## src/rtl/pipelined_cla_addsub_if.sv

```systemverilog
// Operand/result handshake bundle for pipelined_cla_addsub.
// The master side feeds operands and takes results; the adder is the slave.
interface pipelined_cla_addsub_if #(
    parameter int WIDTH = 16
);
    logic             in_valid;
    logic             in_ready;
    logic [WIDTH-1:0] a;
    logic [WIDTH-1:0] b;
    logic             cin;
    logic             sub;
    logic             out_valid;
    logic             out_ready;
    logic [WIDTH-1:0] result;
    logic             cout;
    logic             overflow;
    logic             zero;

    modport master (
        output in_valid, a, b, cin, sub, out_ready,
        input  in_ready, out_valid, result, cout, overflow, zero
    );

    modport slave (
        input  in_valid, a, b, cin, sub, out_ready,
        output in_ready, out_valid, result, cout, overflow, zero
    );
endinterface

```

## src/rtl/pipelined_cla_addsub.sv

```systemverilog
// Pipelined two-level carry-lookahead adder/subtractor with a global-stall handshake.
// Stage k adds operand slice k; carries, skewed operands and partial sums move stage to stage.
module pipelined_cla_addsub #(
    parameter int WIDTH  = 16,  // multiple of 4
    parameter int STAGES = 2    // must divide WIDTH/4
) (
    input  logic                  clk,
    input  logic                  rst_n,
    pipelined_cla_addsub_if.slave bus
);
    localparam int SEG  = WIDTH / STAGES;
    localparam int NB   = SEG / 4;
    localparam int L    = STAGES - 1;
    localparam int NMID = (STAGES > 1) ? STAGES - 1 : 1;

    // Lookahead carries c[0..4] of a 4-bit group, all as sum-of-products of (p, g, c).
    // NOTE: blocking assignments are correct here: function locals are combinational temporaries.
    function automatic logic [4:0] look4(input logic [3:0] p, input logic [3:0] g, input logic c);
        logic [4:0] cy;
        logic       t;
        for (int j = 0; j <= 4; j++) begin
            t = c;
            for (int i = 0; i < j; i++) t = t & p[i];
            cy[j] = t;
            for (int i = 0; i < j; i++) begin
                t = g[i];
                for (int m = i + 1; m < j; m++) t = t & p[m];
                cy[j] = cy[j] | t;
            end
        end
        return cy;
    endfunction

    // One SEG-bit slice: block P/G from each 4-bit group, then a second lookahead level.
    function automatic logic [SEG:0] add_seg(input logic [SEG-1:0] x, input logic [SEG-1:0] y,
                                             input logic c);
        logic [NB-1:0]  bp;
        logic [NB-1:0]  bg;
        logic [NB:0]    cb;
        logic [4:0]     cw;
        logic [SEG-1:0] s;
        logic           t;
        for (int j = 0; j < NB; j++) begin
            cw    = look4(x[4*j +: 4] | y[4*j +: 4], x[4*j +: 4] & y[4*j +: 4], 1'b0);
            bp[j] = &(x[4*j +: 4] | y[4*j +: 4]);
            bg[j] = cw[4];
        end
        for (int j = 0; j <= NB; j++) begin
            t = c;
            for (int i = 0; i < j; i++) t = t & bp[i];
            cb[j] = t;
            for (int i = 0; i < j; i++) begin
                t = bg[i];
                for (int m = i + 1; m < j; m++) t = t & bp[m];
                cb[j] = cb[j] | t;
            end
        end
        for (int j = 0; j < NB; j++) begin
            cw           = look4(x[4*j +: 4] | y[4*j +: 4], x[4*j +: 4] & y[4*j +: 4], cb[j]);
            s[4*j +: 4]  = x[4*j +: 4] ^ y[4*j +: 4] ^ cw[3:0];
        end
        return {cb[NB], s};
    endfunction

    logic             advance;
    logic             v_q [NMID];
    logic             c_q [NMID];
    logic [WIDTH-1:0] a_q [NMID];
    logic [WIDTH-1:0] b_q [NMID];
    logic [WIDTH-1:0] s_q [NMID];

    logic             st_v [STAGES];
    logic             st_c [STAGES];
    logic [WIDTH-1:0] st_a [STAGES];
    logic [WIDTH-1:0] st_b [STAGES];
    logic [WIDTH-1:0] st_s [STAGES];
    logic             nx_c [STAGES];
    logic [WIDTH-1:0] nx_s [STAGES];
    logic             msb_cin;

    assign advance      = bus.out_ready | ~bus.out_valid;
    assign bus.in_ready = advance;

    // NOTE: every array element is assigned on every pass, so no latch can be inferred.
    always_comb begin
        st_v[0] = bus.in_valid;
        st_a[0] = bus.a;
        st_b[0] = bus.sub ? ~bus.b : bus.b;
        st_c[0] = bus.sub | bus.cin;
        st_s[0] = '0;
        for (int k = 1; k < STAGES; k++) begin
            st_v[k] = v_q[k-1];
            st_a[k] = a_q[k-1];
            st_b[k] = b_q[k-1];
            st_c[k] = c_q[k-1];
            st_s[k] = s_q[k-1];
        end
        for (int k = 0; k < STAGES; k++) begin
            nx_s[k] = st_s[k];
            {nx_c[k], nx_s[k][k*SEG +: SEG]} =
                add_seg(st_a[k][k*SEG +: SEG], st_b[k][k*SEG +: SEG], st_c[k]);
        end
    end

    // Carry into the MSB recovered from the MSB's own sum bit.
    assign msb_cin = st_a[L][WIDTH-1] ^ st_b[L][WIDTH-1] ^ nx_s[L][WIDTH-1];

    always_ff @(posedge clk or negedge rst_n) begin
        if (!rst_n) begin
            for (int k = 0; k < NMID; k++) v_q[k] <= 1'b0;
            bus.out_valid <= 1'b0;
            bus.result    <= '0;
            bus.cout      <= 1'b0;
            bus.overflow  <= 1'b0;
            bus.zero      <= 1'b0;
        end else if (advance) begin
            for (int k = 0; k < STAGES - 1; k++) v_q[k] <= st_v[k];
            bus.out_valid <= st_v[L];
            bus.result    <= nx_s[L];
            bus.cout      <= nx_c[L];
            bus.overflow  <= msb_cin ^ nx_c[L];
            bus.zero      <= ~|nx_s[L];
        end
    end

    // NOTE: inter-stage data registers carry no reset; the stage valid bit qualifies them.
    always_ff @(posedge clk) begin
        if (advance) begin
            for (int k = 0; k < STAGES - 1; k++) begin
                a_q[k] <= st_a[k];
                b_q[k] <= st_b[k];
                c_q[k] <= nx_c[k];
                s_q[k] <= nx_s[k];
            end
        end
    end
endmodule
```

## src/flat_wrapper.sv

```systemverilog
// flat-port wrapper written by rule: the top's interface ports become plain ports
module pipelined_cla_addsub_flat 
#(
    parameter int WIDTH  = 16,                  
    parameter int STAGES = 2                          
)
  (clk, rst_n, bus_in_valid, bus_a, bus_b, bus_cin, bus_sub, bus_out_ready, bus_in_ready, bus_out_valid, bus_result, bus_cout, bus_overflow, bus_zero);
  pipelined_cla_addsub_if #(.WIDTH(WIDTH)) bus_i ();
  input  logic clk;
  input  logic rst_n;
  input wire logic [$bits(bus_i.in_valid)-1:0] bus_in_valid;
  input wire logic [$bits(bus_i.a)-1:0] bus_a;
  input wire logic [$bits(bus_i.b)-1:0] bus_b;
  input wire logic [$bits(bus_i.cin)-1:0] bus_cin;
  input wire logic [$bits(bus_i.sub)-1:0] bus_sub;
  input wire logic [$bits(bus_i.out_ready)-1:0] bus_out_ready;
  output wire logic [$bits(bus_i.in_ready)-1:0] bus_in_ready;
  output wire logic [$bits(bus_i.out_valid)-1:0] bus_out_valid;
  output wire logic [$bits(bus_i.result)-1:0] bus_result;
  output wire logic [$bits(bus_i.cout)-1:0] bus_cout;
  output wire logic [$bits(bus_i.overflow)-1:0] bus_overflow;
  output wire logic [$bits(bus_i.zero)-1:0] bus_zero;
  assign bus_i.in_valid = bus_in_valid;
  assign bus_i.a = bus_a;
  assign bus_i.b = bus_b;
  assign bus_i.cin = bus_cin;
  assign bus_i.sub = bus_sub;
  assign bus_i.out_ready = bus_out_ready;
  assign bus_in_ready = bus_i.in_ready;
  assign bus_out_valid = bus_i.out_valid;
  assign bus_result = bus_i.result;
  assign bus_cout = bus_i.cout;
  assign bus_overflow = bus_i.overflow;
  assign bus_zero = bus_i.zero;
  pipelined_cla_addsub #(.WIDTH(WIDTH), .STAGES(STAGES)) u_core (.clk(clk), .rst_n(rst_n), .bus(bus_i));
endmodule
```

## config.mk

```make
export PLATFORM = sky130hd
export DESIGN_NAME = pipelined_cla_addsub_flat
export DESIGN_NICKNAME = d
export VERILOG_FILES = /design/src/rtl/pipelined_cla_addsub_if.sv /design/src/rtl/pipelined_cla_addsub.sv /design/src/flat_wrapper.sv
export SDC_FILE = /design/constraint.sdc
export NUM_CORES = 1
export LEC_CHECK = 0
export ABC_CLOCK_PERIOD_IN_PS = 4200
export CAP_MARGIN = 20
export CORE_ASPECT_RATIO = 0.7
export CORE_MARGIN = 1
export CORE_UTILIZATION = 55
export CTS_CLUSTER_SIZE = 24
export DETAILED_ROUTE_END_ITERATION = 6
export GPL_TIMING_DRIVEN = 1
export PLACE_DENSITY = 0.86
export SYNTH_ARGS = -nofsm -noshare
export SYNTH_HDL_FRONTEND = slang
export SYNTH_SLANG_ARGS = --single-unit
```

## constraint.sdc

```tcl
create_clock -name clk -period 4.2 [get_ports clk]
set_input_delay 1.05 -clock clk [delete_from_list [all_inputs] [get_ports clk]]
set_output_delay 1.05 -clock clk [all_outputs]
set_load 0.02 [all_outputs]
```

**Word level (Yosys, flattened, before mapping)**

Memories as Yosys holds them, arrays and structs flattened.
Index checks and enable logic that the tools add are counted.

- Add/subtract/negate cells: 0
- Multipliers: 0
- Divide/modulo/power cells: 0
- Magnitude comparators: 0
- Equality and inequality tests: 0
- Shifts and indexed selects: 0
- Muxes and demuxes: 3
- Bitwise operators: 107
- Reduce and logical (&&, ||, !) cells: 6

Operators by type and width:

| operator | count |
|---|---|
| $or A1 B1 Y1 | 44 |
| $and A1 B1 Y1 | 42 |
| $xor A4 B4 Y4 | 8 |
| $and A4 B4 Y4 | 4 |
| $mux W16 | 1 |
| $not A16 Y16 | 1 |
| $or A4 B4 Y4 | 4 |
| $reduce_and A4 Y1 | 4 |
| $reduce_or A16 Y1 | 1 |
| $xor A1 B1 Y1 | 3 |
| $mux W1 | 2 |
| $logic_not A1 Y1 | 1 |
| $not A1 Y1 | 1 |

- Flip-flop bits (word level): 21
- Latch bits: 0
- RAM bits: 41
- Memory bits (read-only): 0
- Input bits: 38
- Output and inout bits: 21
- Word-level logic and storage cells: 126
- Memories: 4

Memory list:

| memory | words | bits a word | rd ports | clocked after Yosys merged registers in | wr ports | RTL line | source |
|---|---|---|---|---|---|---|---|
| u_core.a_q | 1 | 16 | 1 | 0 | 1 | pipelined_cla_addsub.sv:68 | `logic [WIDTH-1:0] a_q [NMID];` |
| u_core.b_q | 1 | 16 | 1 | 0 | 1 | pipelined_cla_addsub.sv:69 | `logic [WIDTH-1:0] b_q [NMID];` |
| u_core.s_q | 1 | 8 | 1 | 0 | 1 | pipelined_cla_addsub.sv:70 | `logic [WIDTH-1:0] s_q [NMID];` |
| u_core.c_q | 1 | 1 | 1 | 0 | 1 | pipelined_cla_addsub.sv:67 | `logic c_q [NMID];` |

**Logic depth before layout (Yosys ltp)**

Gate-level depths: netlist of the first run.
An unclocked memory read counts as a cell.

- Depth in word-level cells: 18
- Mapped depth: 11
- Depth with buffers taken out: 11

**Least setup slack after synthesis of the first run**

No wires, ideal clock.

- Path type: input-to-output
- From: in bus_out_ready
- To: out bus_in_ready
- Data arrival time: 2.379 ns
- Data required time: 3.150 ns
- Slack: 0.771 ns
- Stages: 4
- Buffers on the path: 2
- Path through: nor2b_2 -> buf_6 -> inv_1 -> buf_1

- Cells in the longest elaborated chain, start to end: 1

RTL lines:

| element | RTL line | source |
|---|---|---|
| start, declared | flat_wrapper.sv:16 | `input wire logic [$bits(bus_i.out_ready)-1:0] bus_out_ready;` |
| $or A1 B1 Y1 | pipelined_cla_addsub.sv:81 | `assign advance = bus.out_ready \| ~bus.out_valid;` |
| end, declared | flat_wrapper.sv:17 | `output wire logic [$bits(bus_i.in_ready)-1:0] bus_in_ready;` |

Every way passes these cells.

**Worst setup path in the final report of the first run**

Same ends and word-level chain as after synthesis.

==> results.json, run 1 <==
{
  "clk_pin_slew_ns": 0.09,
  "drive_above_1_share_pct": 6.289,
  "cts_tree": "done",
  "fin_crit_sh_pct": 80.39,
  "syn_avg_cell_area_um2": 10.61,
  "rsz0062_at_grt": "no",
  "worstPathRequired_ns": 3.15,
  "skew_ns": 0.01002,
  "crit_path_start": "bus_out_ready",
  "core_area_mm2": 0.004529,
  "synthTopCellsByArea": "edfxtp_1, dfrtp_1, ha_1",
  "place.gp.congestion": 0.7878,
  "rrSetupSlack_ns": 1.02,
  "fp.dieH_um": 60.56,
  "multi_input_area_mm2": 0.001224,
  "final_common_cell": "clkdlybuf4s50_1",
  "grt_pass1_vias": 1712,
  "dieArea_mm2": 0.005186,
  "ios": 59,
  "vias_per_cell": 4.755,
  "layout_common_cells": "clkdlybuf4s50_1, nand2_1, inv_1, ha_1, edfxtp_1",
  "period_needed_ns": 3.376,
  "cts_made_buffers": 5,
  "r2r_end": "u_core.bus.zero",
  "clock-sinks": 46,
  "cts-root-buf": "clkbuf_8",
  "ys_types": 34,
  "cts_max_path_buffers": 2,
  "core.rowCount": 20,
  "ant_nets": 0,
  "p_switching_mw": 0.4995,
  "fin_ws_ns": 0.8238,
  "whs_path_depth": 1,
  "wl_per_cell_um": 12.68,
  "die-width_um": 85.65,
  "drv_slew": 0,
  "crit_type": "in -> out",
  "post-place-ws_ns": 0.5816,
  "cp.arrival_ns": 2.33,
  "clkPwrFrac_pct": 20.2,
  "outcome": "finished, final reports clean",
  "grt-ovfl-total": 0,
  "setup-tns-final_ns": 0,
  "startpoint_type": "primary input",
  "diodes": 0,
  "swShare_pct": 33.22,
  "synth_top_area_share_pct": 27.87,
  "grt_first_pass_wirelength_um": 8128,
  "yosysSeqAreaShare_pct": 47.38,
  "pwr-share-comb_pct": 35.8,
  "end_kind": "primary output",
  "postCtsSetupBuffers": 0,
  "final_nets": 391,
  "place_hpwl_um": 3743,
  "min-delay-start": "u_core.v_q",
  "syn2layout_area_growth_pct": 29.12,
  "hold_end": "u_core.bus.out_valid",
  "r2r-start": "u_core.a_q[0][8]",
  "cts_resized": 0,
  "cap_viol_max_count": 0,
  "synth_fp_nets": 328,
  "drc": 0,
  "dr.pass1.iters": 4,
  "fill_cells": 316,
  "hold_viol_final": 0,
  "drt_iter0_markers": 121,
  "path_max_fanout": 2,
  "regArea_mm2": 0.001276,
  "syn_inst": 254,
  "max-vdd-ir-drop_mv": 0.2059,
  "antenna_found_initial": 0,
  "clkLatencyLatePin_ns": 0.30,
  "cts_max_level": 2,
  "p_int_mw": 1.004,
  "grt_max_degree": 48,
  "vias": 1826,
  "fmax_ghz": 0.2962,
  "cts_hold_buf": 0,
  "hold_class": "reg -> reg",
  "tightest_slew_ns": 0.5394,
  "synth-seq-cells": 46,
  "power_density_mw_per_mm2": 432.3,
  "initial_core_util_pct": 59.48,
  "io_buffers": 58,
  "finalSetupViolCount": 0,
  "yosys_warnings": 0,
  "wl_um": 4870,
  "pwr-share-seq_pct": 44.0,
  "syn-cell-area_mm2": 0.002694,
  "yosysTopAreaCell": "edfxtp_1",
  "max_slew_margin_pct": 64.04,
  "grtUsageTotal_pct": 21.03,
  "reg2regPathDepth": 11,
  "p_leak_nw": 1.630
}
kinds of logic (layout without fill, tap and decap cells):
family / Yosys count / count (layout) / share of synthesized area [%]
fa+ha+maj: 36 / 36 / 17.84
compound gates: 22 / 22 / 5.017
simple gates: 70 / 70 / 12.26
xor+xnor: 28 / 28 / 9.104
mux: 3 / 3 / 1.208
flops: 46 / 46 / 47.38
buf+inv: 49 / 113 / 7.199
routing by layer:
metal | vias up | track usage (%) | wire length (um)
met5 | - | 0 | 0
li1 | 924 | - | -
met1 | 850 | 30.02 | 2361
met2 | 48 | 34.17 | 2275
met3 | 4 | 4.354 | 202
met4 | 0 | 4.286 | 31
registers in the layout, indices dropped and copies added, names as in the netlist:
name,cells
u_core.a_q,8
u_core.b_q,8
u_core.bus.cout,1
u_core.bus.out_valid,1
u_core.bus.overflow,1
u_core.bus.result,16
u_core.bus.zero,1
u_core.c_q,1
u_core.s_q,8
u_core.v_q,1
critical path, cell delays in order:
cell and delay [ns]:
clkdlybuf4s50_1 0.47, nor2b_2 0.06, inv_1 0.12, clkdlybuf4s50_1 0.62
Yosys cell counts (all sizes together):
cell and instances:
nand2b 3, clkbuf 1, or4 1, xor2 19, fa 4, edfxtp 25, a311oi 1, buf 5
mux2 2, o21bai 5, nor2 11, or3 2, a211oi 1, o31ai 1, a21o 1, inv 43
nand4 1, nor3 3, a21oi 9, nor4 2, nand2 43, xnor2 9, o21ai 3, dfrtp 21
a31oi 1, ha 32, nor2b 4, mux2i 1
power groups by stage:
stage | Combinational (mW) | Clock (mW) | Sequential [mW]
after detailed placement | 0.534 | 0 | 0.671
after global routing | 0.590 | 0.323 | 0.674
after floorplan | 0.235 | 0 | 0.732
final | 0.538 | 0.304 | 0.661
after CTS | 0.538 | 0.308 | 0.662
after global placement | 0.516 | 0 | 0.667
how the worst max path moves through the flow:
| stage | to | slack (ns) | depth (start not counted) |
|---|---|---|---|
| after global placement | u_core.s_q[0][5] | 0.70 | 10 |
| after global routing | u_core.s_q[0][5] | 0.71 | 10 |
| after floorplan | bus_in_ready | 0.77 | 4 |
| after CTS | bus_in_ready | 0.83 | 4 |
| after detailed placement | u_core.s_q[0][5] | 0.58 | 10 |
| final | bus_in_ready | 0.82 | 4 |
area by class of cell:
cell class,instances,share of cell area (%)
clock buffer,6,2.698
clock inverter,2,0.2878
inverter,43,4.640
multi-input combinational,159,35.18
sequential,46,36.69
tap,66,2.374
timing repair buffer,62,18.13
metrics by stage:
stage	std cells	power, mW	utilization (%)	area, um^2	hold slack, ns
6_report	384	1.504	76.80	3478	0.4670
3_3_place_gp	375	1.183	73.90	3347	0.4412
2_1_floorplan	254	0.9678	-	2694	0.4300
5_1_grt	384	1.586	76.80	3478	0.4930
3_5_place_dp	375	1.205	73.90	3347	0.4445
4_1_cts	383	1.507	76.19	3451	0.4655
(Power assumes the default switching activity.)
==> run 2: changes to the inputs <==
ABC_CLOCK_PERIOD_IN_PS = 2890   (was 4200)
CORE_UTILIZATION = 46   (was 55)
PLACE_DENSITY = 0.77   (was 0.86)
clock period = 2.89 ns   (was 4.2 ns; I/O delays follow)
==> results.json, run 2 (synthesis gave the netlist of run 1 again) <==
{
  "power_density_mw_per_mm2": 609.2,
  "fp.dieH_um": 66.03,
  "reg2regPathDepth": 12,
  "largest_reg_flops": 16,
  "core.rowCount": 22,
  "wl_um": 5320,
  "max_slew_margin_pct": 65.50,
  "end_kind": "flop",
  "worst-path-stages": 12,
  "drc": 0,
  "cp.buffers_inverters": 2,
  "dieArea_mm2": 0.006171,
  "cpMaxStageDelayCell": "fa_1",
  "post_dp_cell_area_mm2": 0.003460,
  "finalSetupViolCount": 0,
  "layout_common_cells": "clkdlybuf4s50_1, nand2_1, inv_1, ha_1, edfxtp_1",
  "p_leak_nw": 1.702,
  "fin_ws_ns": 0.1472,
  "postLayoutCellArea_mm2": 0.003613,
  "rrSetupSlack_ns": 0.15,
  "fin_crit_sh_pct": 94.91,
  "multi_input_area_mm2": 0.001276,
  "fmax_ghz": 0.3646,
  "cap_viol_max_count": 0,
  "p_int_mw": 1.465,
  "antenna_found_initial": 0,
  "place.gp.congestion": 0.8868,
  "drt_iter0_markers": 78,
  "p_switching_mw": 0.7358,
  "drive_above_1_share_pct": 11.45,
  "grt_max_degree": 48,
  "regArea_mm2": 0.001276,
  "cts_made_buffers": 5,
  "swShare_pct": 33.43,
  "grt_first_pass_wirelength_um": 8349,
  "clkPwrFrac_pct": 18.2,
  "clock-sinks": 46,
  "initial_core_util_pct": 49.43,
  "ios": 59,
  "cts_max_path_buffers": 2,
  "clkLatencyLatePin_ns": 0.29,
  "pwr-share-comb_pct": 38.1,
  "clk_pin_slew_ns": 0.08,
  "vias": 1932,
  "whs_path_depth": 1,
  "die-width_um": 93.47,
  "hold_viol_final": 0,
  "wl_per_cell_um": 13.17,
  "cp.arrival_ns": 2.95,
  "max_stage_delay_ns": 0.46,
  "pwr-share-seq_pct": 43.7,
  "cts_hold_buf": 0,
  "period_needed_ns": 2.743,
  "crit_type": "reg -> reg",
  "fill_cells": 428,
  "post-place-ws_ns": -0.2878,
  "syn2layout_area_growth_pct": 34.14,
  "critPathTopFamily": "simple AND/OR/NAND/NOR gates",
  "worstPathRequired_ns": 3.10,
  "io_buffers": 58,
  "cts-root-buf": "clkbuf_8",
  "crit_chain": "inv_1 > ha_1 > nand2b_1 > a211oi_2 > buf_4 > nor2_4 > o21bai_4 > fa_1 > nor4_2 > nand4_1 > or3_4 > o31ai_4",
  "cts_tree": "done",
  "grt_pass1_vias": 1767,
  "dr.pass1.iters": 4,
  "skew_ns": 0.005189,
  "diodes": 0,
  "cts_max_level": 2,
  "tightest_slew_ns": 0.5175,
  "hold_class": "reg -> reg",
  "drv_slew": 0,
  "max-vdd-ir-drop_mv": 0.3321,
  "final_nets": 405,
  "grt-ovfl-total": 0,
  "startpoint_type": "flop",
  "path_max_fanout": 2,
  "core_area_mm2": 0.005450,
  "regMostFlops": "u_core.bus.result",
  "final_common_cell": "clkdlybuf4s50_1",
  "ant_nets": 0,
  "outcome": "finished, final reports clean",
  "vias_per_cell": 4.782,
  "place_hpwl_um": 3981,
  "grtUsageTotal_pct": 18.33
}
## run 2: worst reg2reg max path: cells and delay by family, from the launching register on
family,cells,cell delay (ns)
AND/OR/NAND/NOR,5,0.99
buffers and inverters,2,0.22
AO/OA/AOI/OAI,3,0.48
adder cells (fa/ha/maj),2,0.63
flip-flops,1,0.35
## run 2: per-layer routing
| layer | GRT usage [%] | vias up | share of wire (%) |
|---|---|---|---|
| li1 | - | 951 | - |
| met1 | 25.09 | 931 | 48 |
| met2 | 29.50 | 45 | 46 |
| met3 | 4.598 | 5 | 4.9 |
| met4 | 4.038 | 0 | 0.66 |
| met5 | 0 | - | 0 |
## run 2: metrics by stage
step | setup TNS, ns | power [mW] | hold slack (ns) | utilization, % | instances
after floorplan | 0 | 1.407 | 0.4269 | - | 254
after global placement | -0.4449 | 1.755 | 0.4405 | 63.48 | 395
after detailed placement | -0.8545 | 1.787 | 0.4473 | 63.48 | 395
after CTS | 0 | 2.184 | 0.4655 | 65.15 | 403
after global routing | -0.01685 | 2.337 | 0.4914 | 66.30 | 404
final | 0 | 2.201 | 0.4729 | 66.30 | 404
## run 2: path summary, 6_finish.rpt
| check | from | end |
|---|---|---|
| min | u_core.v_q | u_core.bus.out_valid |
| max | u_core.a_q[0][8] | u_core.bus.zero |
| min in group asynchronous | rst_n | u_core.bus.overflow |
| max reg2reg | u_core.a_q[0][8] | u_core.bus.zero |
| max in group asynchronous | rst_n | u_core.bus.result[13] |
| min reg2reg | u_core.v_q | u_core.bus.out_valid |
## run 2: cell type report
cell class                 count  share of cell area, %
sequential                    46                  35.32
multi-input combinational    159                  35.32
timing repair buffer          76                  19.88
inverter                      43                  4.467
tap                           72                  2.493
clock buffer                   7                  2.389
clock inverter                 1                 0.1385
## run 2: timing repair
item,in CTS,in global routing
setup buffers,0,2
endpoints found under the hold margin,0,0
endpoints found under the setup margin,1,5
pin swaps,4,8
gates resized for setup,0,9
## run 2: power groups by stage
stage | clock [mW] | sequential (mW) | combinational (mW)
2_1_floorplan | 0 | 1.06 | 0.342
5_1_grt | 0.438 | 0.981 | 0.919
4_1_cts | 0.404 | 0.964 | 0.816
3_3_place_gp | 0 | 0.970 | 0.785
3_5_place_dp | 0 | 0.977 | 0.810
6_report | 0.400 | 0.963 | 0.839
==> run 3: changes to the inputs <==
CORE_ASPECT_RATIO = 0.9   (was 0.7)
==> results.json, run 3 (synthesis gave the netlist of run 1 again) <==
{
  "outcome": "finished, final reports clean",
  "startpoint_type": "flop",
  "crit_type": "reg -> reg",
  "tightest_slew_ns": 0.5273,
  "wl_per_cell_um": 12.64,
  "post-place-ws_ns": -0.1664,
  "fin_ws_ns": 0.1034,
  "routed.top_layer": "met4",
  "grt_pass1_vias": 1953,
  "worst_path_most_repeated_cell": "inv_1",
  "max_slew_margin_pct": 64.85,
  "cts-root-buf": "clkbuf_8",
  "wl_um": 5094,
  "drv_slew": 0,
  "post_dp_cell_area_mm2": 0.003457,
  "cts_max_level": 2,
  "rrSetupSlack_ns": 0.10,
  "clkLatencyLatePin_ns": 0.30,
  "core.rowCount": 26,
  "drt_iter0_markers": 71,
  "final_nets": 406,
  "cts_tree": "done",
  "vias_per_cell": 4.625,
  "vias": 1864,
  "ios": 59,
  "fmax_ghz": 0.3589,
  "cts_max_path_buffers": 2,
  "cp.arrival_ns": 3.00,
  "setup-tns-final_ns": 0,
  "dieArea_mm2": 0.006167,
  "dp.cells": 393,
  "max-vdd-ir-drop_mv": 0.4955,
  "cap_viol_max_count": 0,
  "diodes": 0,
  "ant_nets": 0,
  "end_kind": "flop",
  "post-route-util_pct": 64.81,
  "layout_common_cells": "clkdlybuf4s50_1, nand2_1, inv_1, ha_1, edfxtp_1",
  "die-width_um": 82.67,
  "cp.buffers_inverters": 2,
  "hold_viol_final": 0,
  "worstPathRequired_ns": 3.11,
  "io_buffers": 58,
  "dr_wl_met3_um": 190,
  "period_needed_ns": 2.787,
  "reg2regPathDepth": 11,
  "clk_pin_slew_ns": 0.08,
  "crit_chain": "inv_1 > ha_2 > inv_1 > a21o_1 > nor2_4 > o21bai_4 > fa_1 > nor4_2 > nand4_1 > or3_4 > o31ai_4",
  "postLayoutCellArea_mm2": 0.003669,
  "rsz0062_at_grt": "yes",
  "regMostFlops": "u_core.bus.result",
  "cpMaxStageDelayCell": "fa_1",
  "p_leak_nw": 1.710,
  "place.gp.congestion": 0.8517,
  "drive_above_1_share_pct": 13.21,
  "worst-path-stages": 11,
  "core_area_mm2": 0.005660,
  "fin_crit_sh_pct": 96.42,
  "finalPower_mw": 2.262,
  "whs_path_depth": 2,
  "m1WireLength_um": 2181,
  "dr_wl_met2_um": 2626,
  "fp.dieH_um": 74.60,
  "cts_hold_buf": 0,
  "grtUsageTotal_pct": 18.95,
  "grt-ovfl-total": 0,
  "power_density_mw_per_mm2": 616.6,
  "grt_first_pass_wirelength_um": 8611,
  "final_common_cell": "clkdlybuf4s50_1",
  "largest_reg_flops": 16,
  "dr.pass1.iters": 6,
  "place_hpwl_um": 3886,
  "grt_max_degree": 48,
  "antenna_found_initial": 0,
  "cts_made_buffers": 5,
  "clock-sinks": 46,
  "finalSetupViolCount": 0,
  "initial_core_util_pct": 47.59,
  "hold_class": "reg -> reg",
  "syn2layout_area_growth_pct": 36.18,
  "whs_ns": 0.4708,
  "skew_ns": 0.004841,
  "max_stage_delay_ns": 0.52,
  "critPathTopFamily": "simple AND/OR/NAND/NOR gates",
  "instances_no_fill": 403,
  "path_max_fanout": 2,
  "drc": 0
}
-- run 3: area by class of cell --
class                   instances  area, um^2
multi-input cells             159        1301
inverters                      43       161.4
clock buffers                   8       111.4
flip-flops and latches         46        1276
fillers                       466        1992
well taps                      70       87.58
repair buffers                 77       730.7
-- run 3: metal layers --
layer	vias to the layer above	global-route usage [%]
met5	-	0
met4	0	8.812
met3	8	3.067
met2	48	32.97
met1	856	22.94
li1	952	-
-- run 3: worst reg2reg max path, stage by stage (launching register included) --
cell	delay (ns)
edfxtp_1	0.40
inv_1	0.08
ha_2	0.21
inv_1	0.05
a21o_1	0.22
nor2_4	0.13
o21bai_4	0.07
fa_1	0.52
nor4_2	0.31
nand4_1	0.14
or3_4	0.36
o31ai_4	0.21
-- run 3: repair_timing --
action                     in CTS  in global routing
pin swaps                       3                 10
cloned                          0                  0
gates resized for setup         0                 16
setup endpoints to repair       1                  2
setup buffers                   0                  3
-- run 3: power by group --
part	internal (mW)	total [mW]	switching, mW
registers	0.863	0.958	0.0949
logic	0.419	0.846	0.427
clock network	0.247	0.459	0.212
-- run 3: worst paths after layout --
| check | to | startpoint |
|---|---|---|
| min | u_core.bus.result[0] | u_core.bus.result[0] |
| min reg2reg | u_core.bus.result[0] | u_core.bus.result[0] |
| max reg2reg | u_core.bus.zero | u_core.a_q[0][10] |
| min in group asynchronous | u_core.bus.result[8] | rst_n |
| max in group asynchronous | u_core.bus.result[0] | rst_n |
| max | u_core.bus.zero | u_core.a_q[0][10] |
==> RTL change 1: new RTL, flow settings as in run 2 <==
`WIDTH` is set to 16 in 3 places; all go to 32.
--- a/src/rtl/pipelined_cla_addsub_if.sv
+++ b/src/rtl/pipelined_cla_addsub_if.sv
@@ -2,5 +2,5 @@
 // The master side feeds operands and takes results; the adder is the slave.
 interface pipelined_cla_addsub_if #(
-    parameter int WIDTH = 16
+    parameter int WIDTH = 32
 );
     logic             in_valid;
--- a/src/rtl/pipelined_cla_addsub.sv
+++ b/src/rtl/pipelined_cla_addsub.sv
@@ -2,5 +2,5 @@
 // Stage k adds operand slice k; carries, skewed operands and partial sums move stage to stage.
 module pipelined_cla_addsub #(
-    parameter int WIDTH  = 16,  // multiple of 4
+    parameter int WIDTH  = 32,  // multiple of 4
     parameter int STAGES = 2    // must divide WIDTH/4
 ) (
--- a/src/flat_wrapper.sv
+++ b/src/flat_wrapper.sv
@@ -2,5 +2,5 @@
 module pipelined_cla_addsub_flat 
 #(
-    parameter int WIDTH  = 16,                  
+    parameter int WIDTH  = 32,                  
     parameter int STAGES = 2                          
 )
Interface: changed (resized bus_a, bus_b and bus_result); port bits go from 59 to 107. No check against the original RTL was run, so the function may have changed too.
==> RTL change 1 against run 2 <==
  * Power is 120% higher
  * Sequential cell count is 40 higher
  * Die area is 91% higher
  * Non-clock buffer count is 87 higher
  * Worst setup slack worse by 730 ps
  * Area after synthesis is 93% higher
  * Wire length is 130% higher
  * The flow now finishes with violations (setup timing)
  * Final area is 100% higher
==> RTL change 1: results (changes against run 2) <==
outcome:
  status: "finished with violations"
  violations: "setup timing"
logic_synthesis:
  synth_edf_count: 49  # +96%
  async_flop_share_pct: 43.0  # -2.6 points
  syn_nets: 643  # +96%
  ys_top_cells_by_area: "edfxtp_1 28%, dfrtp_1 18%, ha_1 15%, xor2_1 6.4%, inv_1 6.3%"
  synth_commonest_cells: "87 x inv_1, 78 x nand2_1, 64 x ha_1"
  synth_most_common_cell: "inv_1"
clocking:
  cts_setup_buffers: 11  # +11
  htree_levels: 3  # +1
  cts.repair.resized: 34  # +34
timing:
  worstMarginPinSlew_ps: 969  # +452 ps
  worst_slack_ps: -584  # -731 ps
  setup_viol: 1  # +1
  fin_skew_ps: 6.74  # +1.55 ps
routing:
  routed-wl-met2_um: 6040  # +150%
  drt_iter0_drc: 188  # +140%
  via_per_inst: 4.75  # -0.62%
  drt-pass1-iter-count: 6  # +2
  met3WireLength_um: 627  # +140%
  wl_met1_um: 5080  # +97%
global_route:
  track_usage_pct: 21.3  # +2.9 points
  grt_pass1_vias: 3974  # +120%
  grt_max_degree: 88  # +83%
setup_path:
  reg2reg_depth: 15  # +3
  r2r_start: "u_core.a_q[0][17]"
placed_design:
  io_buffers: 106  # +83%
  pre_cts_ws_ps: -652  # -364 ps
  place_area_um2: 6750  # +95%
power_and_ir_drop:
  swShare_pct: 32.4  # -0.98 points
  leakage_uw: 0.00346  # +100%
  ir_drop_mv: 0.315  # -5.2%
hold_path:
  min_to: "u_core.bus.result[4]"
finish:
  drive_gt1_share_pct: 18.7  # +7.3 points
RTL change 1: metrics by stage:
| step | std cells | TNS [ps] | utilization [%] | total power, uW | hold WS (ps) |
|---|---|---|---|---|---|
| after global placement | 789 | -4650 | 61.3 | 3460 | 441 |
| after floorplan | 501 | -623 | - | 2700 | 427 |
| final | 821 | -584 | 67.2 | 4790 | 468 |
| after detailed placement | 789 | -5710 | 61.3 | 3520 | 458 |
| after global routing | 821 | -824 | 67.2 | 5030 | 486 |
| after CTS | 816 | -607 | 66.0 | 4770 | 472 |
RTL change 1: worst max-delay path, cell delays in order (launching register included):
cell,delay (ps)
edfxtp_1,390
inv_1,110
ha_4,140
or2b_1,250
o311ai_4,90
a21oi_2,110
a211o_2,320
a211o_1,280
a21o_2,230
fa_2,490
nor4_2,160
nand4_1,140
nor4_2,170
nand3b_1,110
a2111oi_2,220
a32o_2,210
RTL change 1: power by group through the flow:
stage                     registers [uW]  logic [uW]  clock network, uW
after global placement              1820        1640                  0
after detailed placement            1830        1690                  0
final                               1810        1820               1160
after floorplan                     2000         705                  0
after CTS                           1810        1780               1180
after global routing                1840        1970               1220
RTL change 1: final cells by class:
cell class | count | area (um^2)
flip-flops and latches | 86 | 2400
well taps | 153 | 191
multi-input cells | 316 | 2690
inverters | 87 | 327
fillers | 819 | 3610
repair buffers | 163 | 1490
clock buffers | 12 | 258
clock inverters | 4 | 45.0
RTL change 1: cell families after synthesis:
logic type | count (synthesis) | share of synthesized area [%]
XOR/XNOR | 54 | 9.08
buffers and inverters | 99 | 7.16
AO/OA/AOI/OAI | 56 | 7.64
adder cells (fa/ha/maj) | 72 | 18.4
AND/OR/NAND/NOR | 133 | 11.5
multiplexers | 1 | 0.192
flip-flops | 86 | 46.0
==> RTL change 2: new RTL, settings of run 2 <==
Made on the original files. Make the reset (`rst_n`) synchronous in one clocked block.
--- a/src/rtl/pipelined_cla_addsub.sv
+++ b/src/rtl/pipelined_cla_addsub.sv
@@ -106,5 +106,5 @@
     assign msb_cin = st_a[L][WIDTH-1] ^ st_b[L][WIDTH-1] ^ nx_s[L][WIDTH-1];
 
-    always_ff @(posedge clk or negedge rst_n) begin
+    always_ff @(posedge clk) begin
         if (!rst_n) begin
             for (int k = 0; k < NMID; k++) v_q[k] <= 1'b0;
Behaviour: differs if rst_n is asserted again (counterexample within 4 cycles, from zero or initial values and one cycle with rst_n low); with rst_n held inactive, the same outputs for 10 cycles.
==> RTL change 2 against run 2 <==
  * Area after synthesis grew 0.51%
  * Critical path type unchanged
  * Sequential cell count is the same
  * Power shrank 12%
  * Final area grew 0.31%
  * Wire length grew 5.0%
  * Combinational power shrank 19%
  * Worst setup slack lost 63 ps
  * Global-route usage grew 1.0 points
  * Highest routed layer unchanged
==> RTL change 2: results (changes against run 2) <==
routing:
  routed-wl-met2_um: 2570  # +5.1%
  wl_met1_um: 2570  # -0.31%
  via_per_inst: 4.86  # +1.6%
  wl_um: 5580  # +5.0%
  met3WireLength_um: 404  # +54%
  wl_per_cell_um: 13.6  # +2.9%
power_and_ir_drop:
  powerComb_uw: 681  # -19%
  swShare_pct: 31.0  # -2.4 points
  clkPwrFrac_pct: 19.3  # +1.1 points
  ir_drop_mv: 0.214  # -35%
  leakage_uw: 0.00164  # -3.6%
  p_switching_uw: 603  # -18%
global_route:
  grt_pass1_wl_um: 8890  # +6.4%
  grt_util_met2_pct: 31.1  # +1.6 points
  track_usage_pct: 19.3  # +1.0 points
  use_met1_pct: 25.3  # +0.16 points
  gr-usage-met3_pct: 5.29  # +0.69 points
setup_path:
  r2r-end: "u_core.bus.zero"
  crit_fanout: 3  # +1
  rrSetupSlack_ps: 80  # -60 ps
  critPathArrivalTime_ps: 3050  # +100 ps
  r2r_start: "u_core.a_q[0][9]"
  reg2reg_depth: 11  # -1
logic_synthesis:
  synth_xor_area_share_pct: 9.98  # +0.88 points
  synthAdderAreaFrac_pct: 17.7  # -0.091 points
  ys_top_cells_by_area: "edfxtp_1 29%, dfxtp_1 15%, ha_1 15%, xor2_1 5.8%, inv_1 4.6%"
  synth_compound_area_share_pct: 10.8  # +5.8 points
  synth_edf_count: 26  # +4.0%
  synth_cell_types: 41  # +21%
  synth_mux_area_share_pct: 0  # -1.2 points
  async_flop_share_pct: 0  # -46 points
  postSynthAreaPerCell_um2: 10.5  # -1.4%
  syn_nets: 333  # +1.5%
  synth_commonest_cells: "33 x inv_1, 32 x ha_1, 32 x nand2_1"
placed_design:
  place_hpwl_um: 4070  # +2.2%
  placedCellCount: 393  # -0.51%
  globalplace.congestion: 0.864  # -2.6%
  place_area_um2: 3430  # -0.72%
  pre_cts_ws_ps: -170  # +117 ps
finish:
  finalNetCount: 413  # +2.0%
  drive_gt1_share_pct: 15.0  # +3.6 points
timing:
  maxSlewHeadroom_pct: 65.7  # +0.18 points
  fin_skew_ps: 7.69  # +2.50 ps
  hold_slack_ps: 457  # -16.0 ps
hold_path:
  min_to: "u_core.bus.result[15]"
  hold_start: "u_core.bus.result[15]"
  whs_path_depth: 2  # +1
outcome:
  status: "finished clean"
==> RTL change 2: final cells by class <==
| type | instances | area, um^2 |
|---|---|---|
| fillers | 444 | 1830 |
| multi-input cells | 163 | 1360 |
| flip-flops and latches | 46 | 1180 |
| repair buffers | 81 | 753 |
| inverters | 42 | 158 |
| well taps | 72 | 90.1 |
| clock buffers | 6 | 72.6 |
| clock inverters | 2 | 8.76 |
==> RTL change 2: worst max-delay path by stage <==
stage	start	depth (start not counted)	endpoint
floorplan	bus_out_ready	4	bus_in_ready
detailed placement	bus_sub	10	u_core.s_q[0][5]
CTS	u_core.a_q[0][9]	11	u_core.bus.zero
global route	u_core.a_q[0][10]	12	u_core.bus.zero
global placement	bus_sub	10	u_core.s_q[0][5]
finish	u_core.a_q[0][9]	11	u_core.bus.zero
==> RTL change 2: timing repair <==
action,4_1_cts,5_1_grt
cloned,0,0
gates resized for setup,2,4
endpoints found under the hold margin,0,0
setup endpoints to repair,1,2
buffers inserted,10,1
pin swaps,4,3
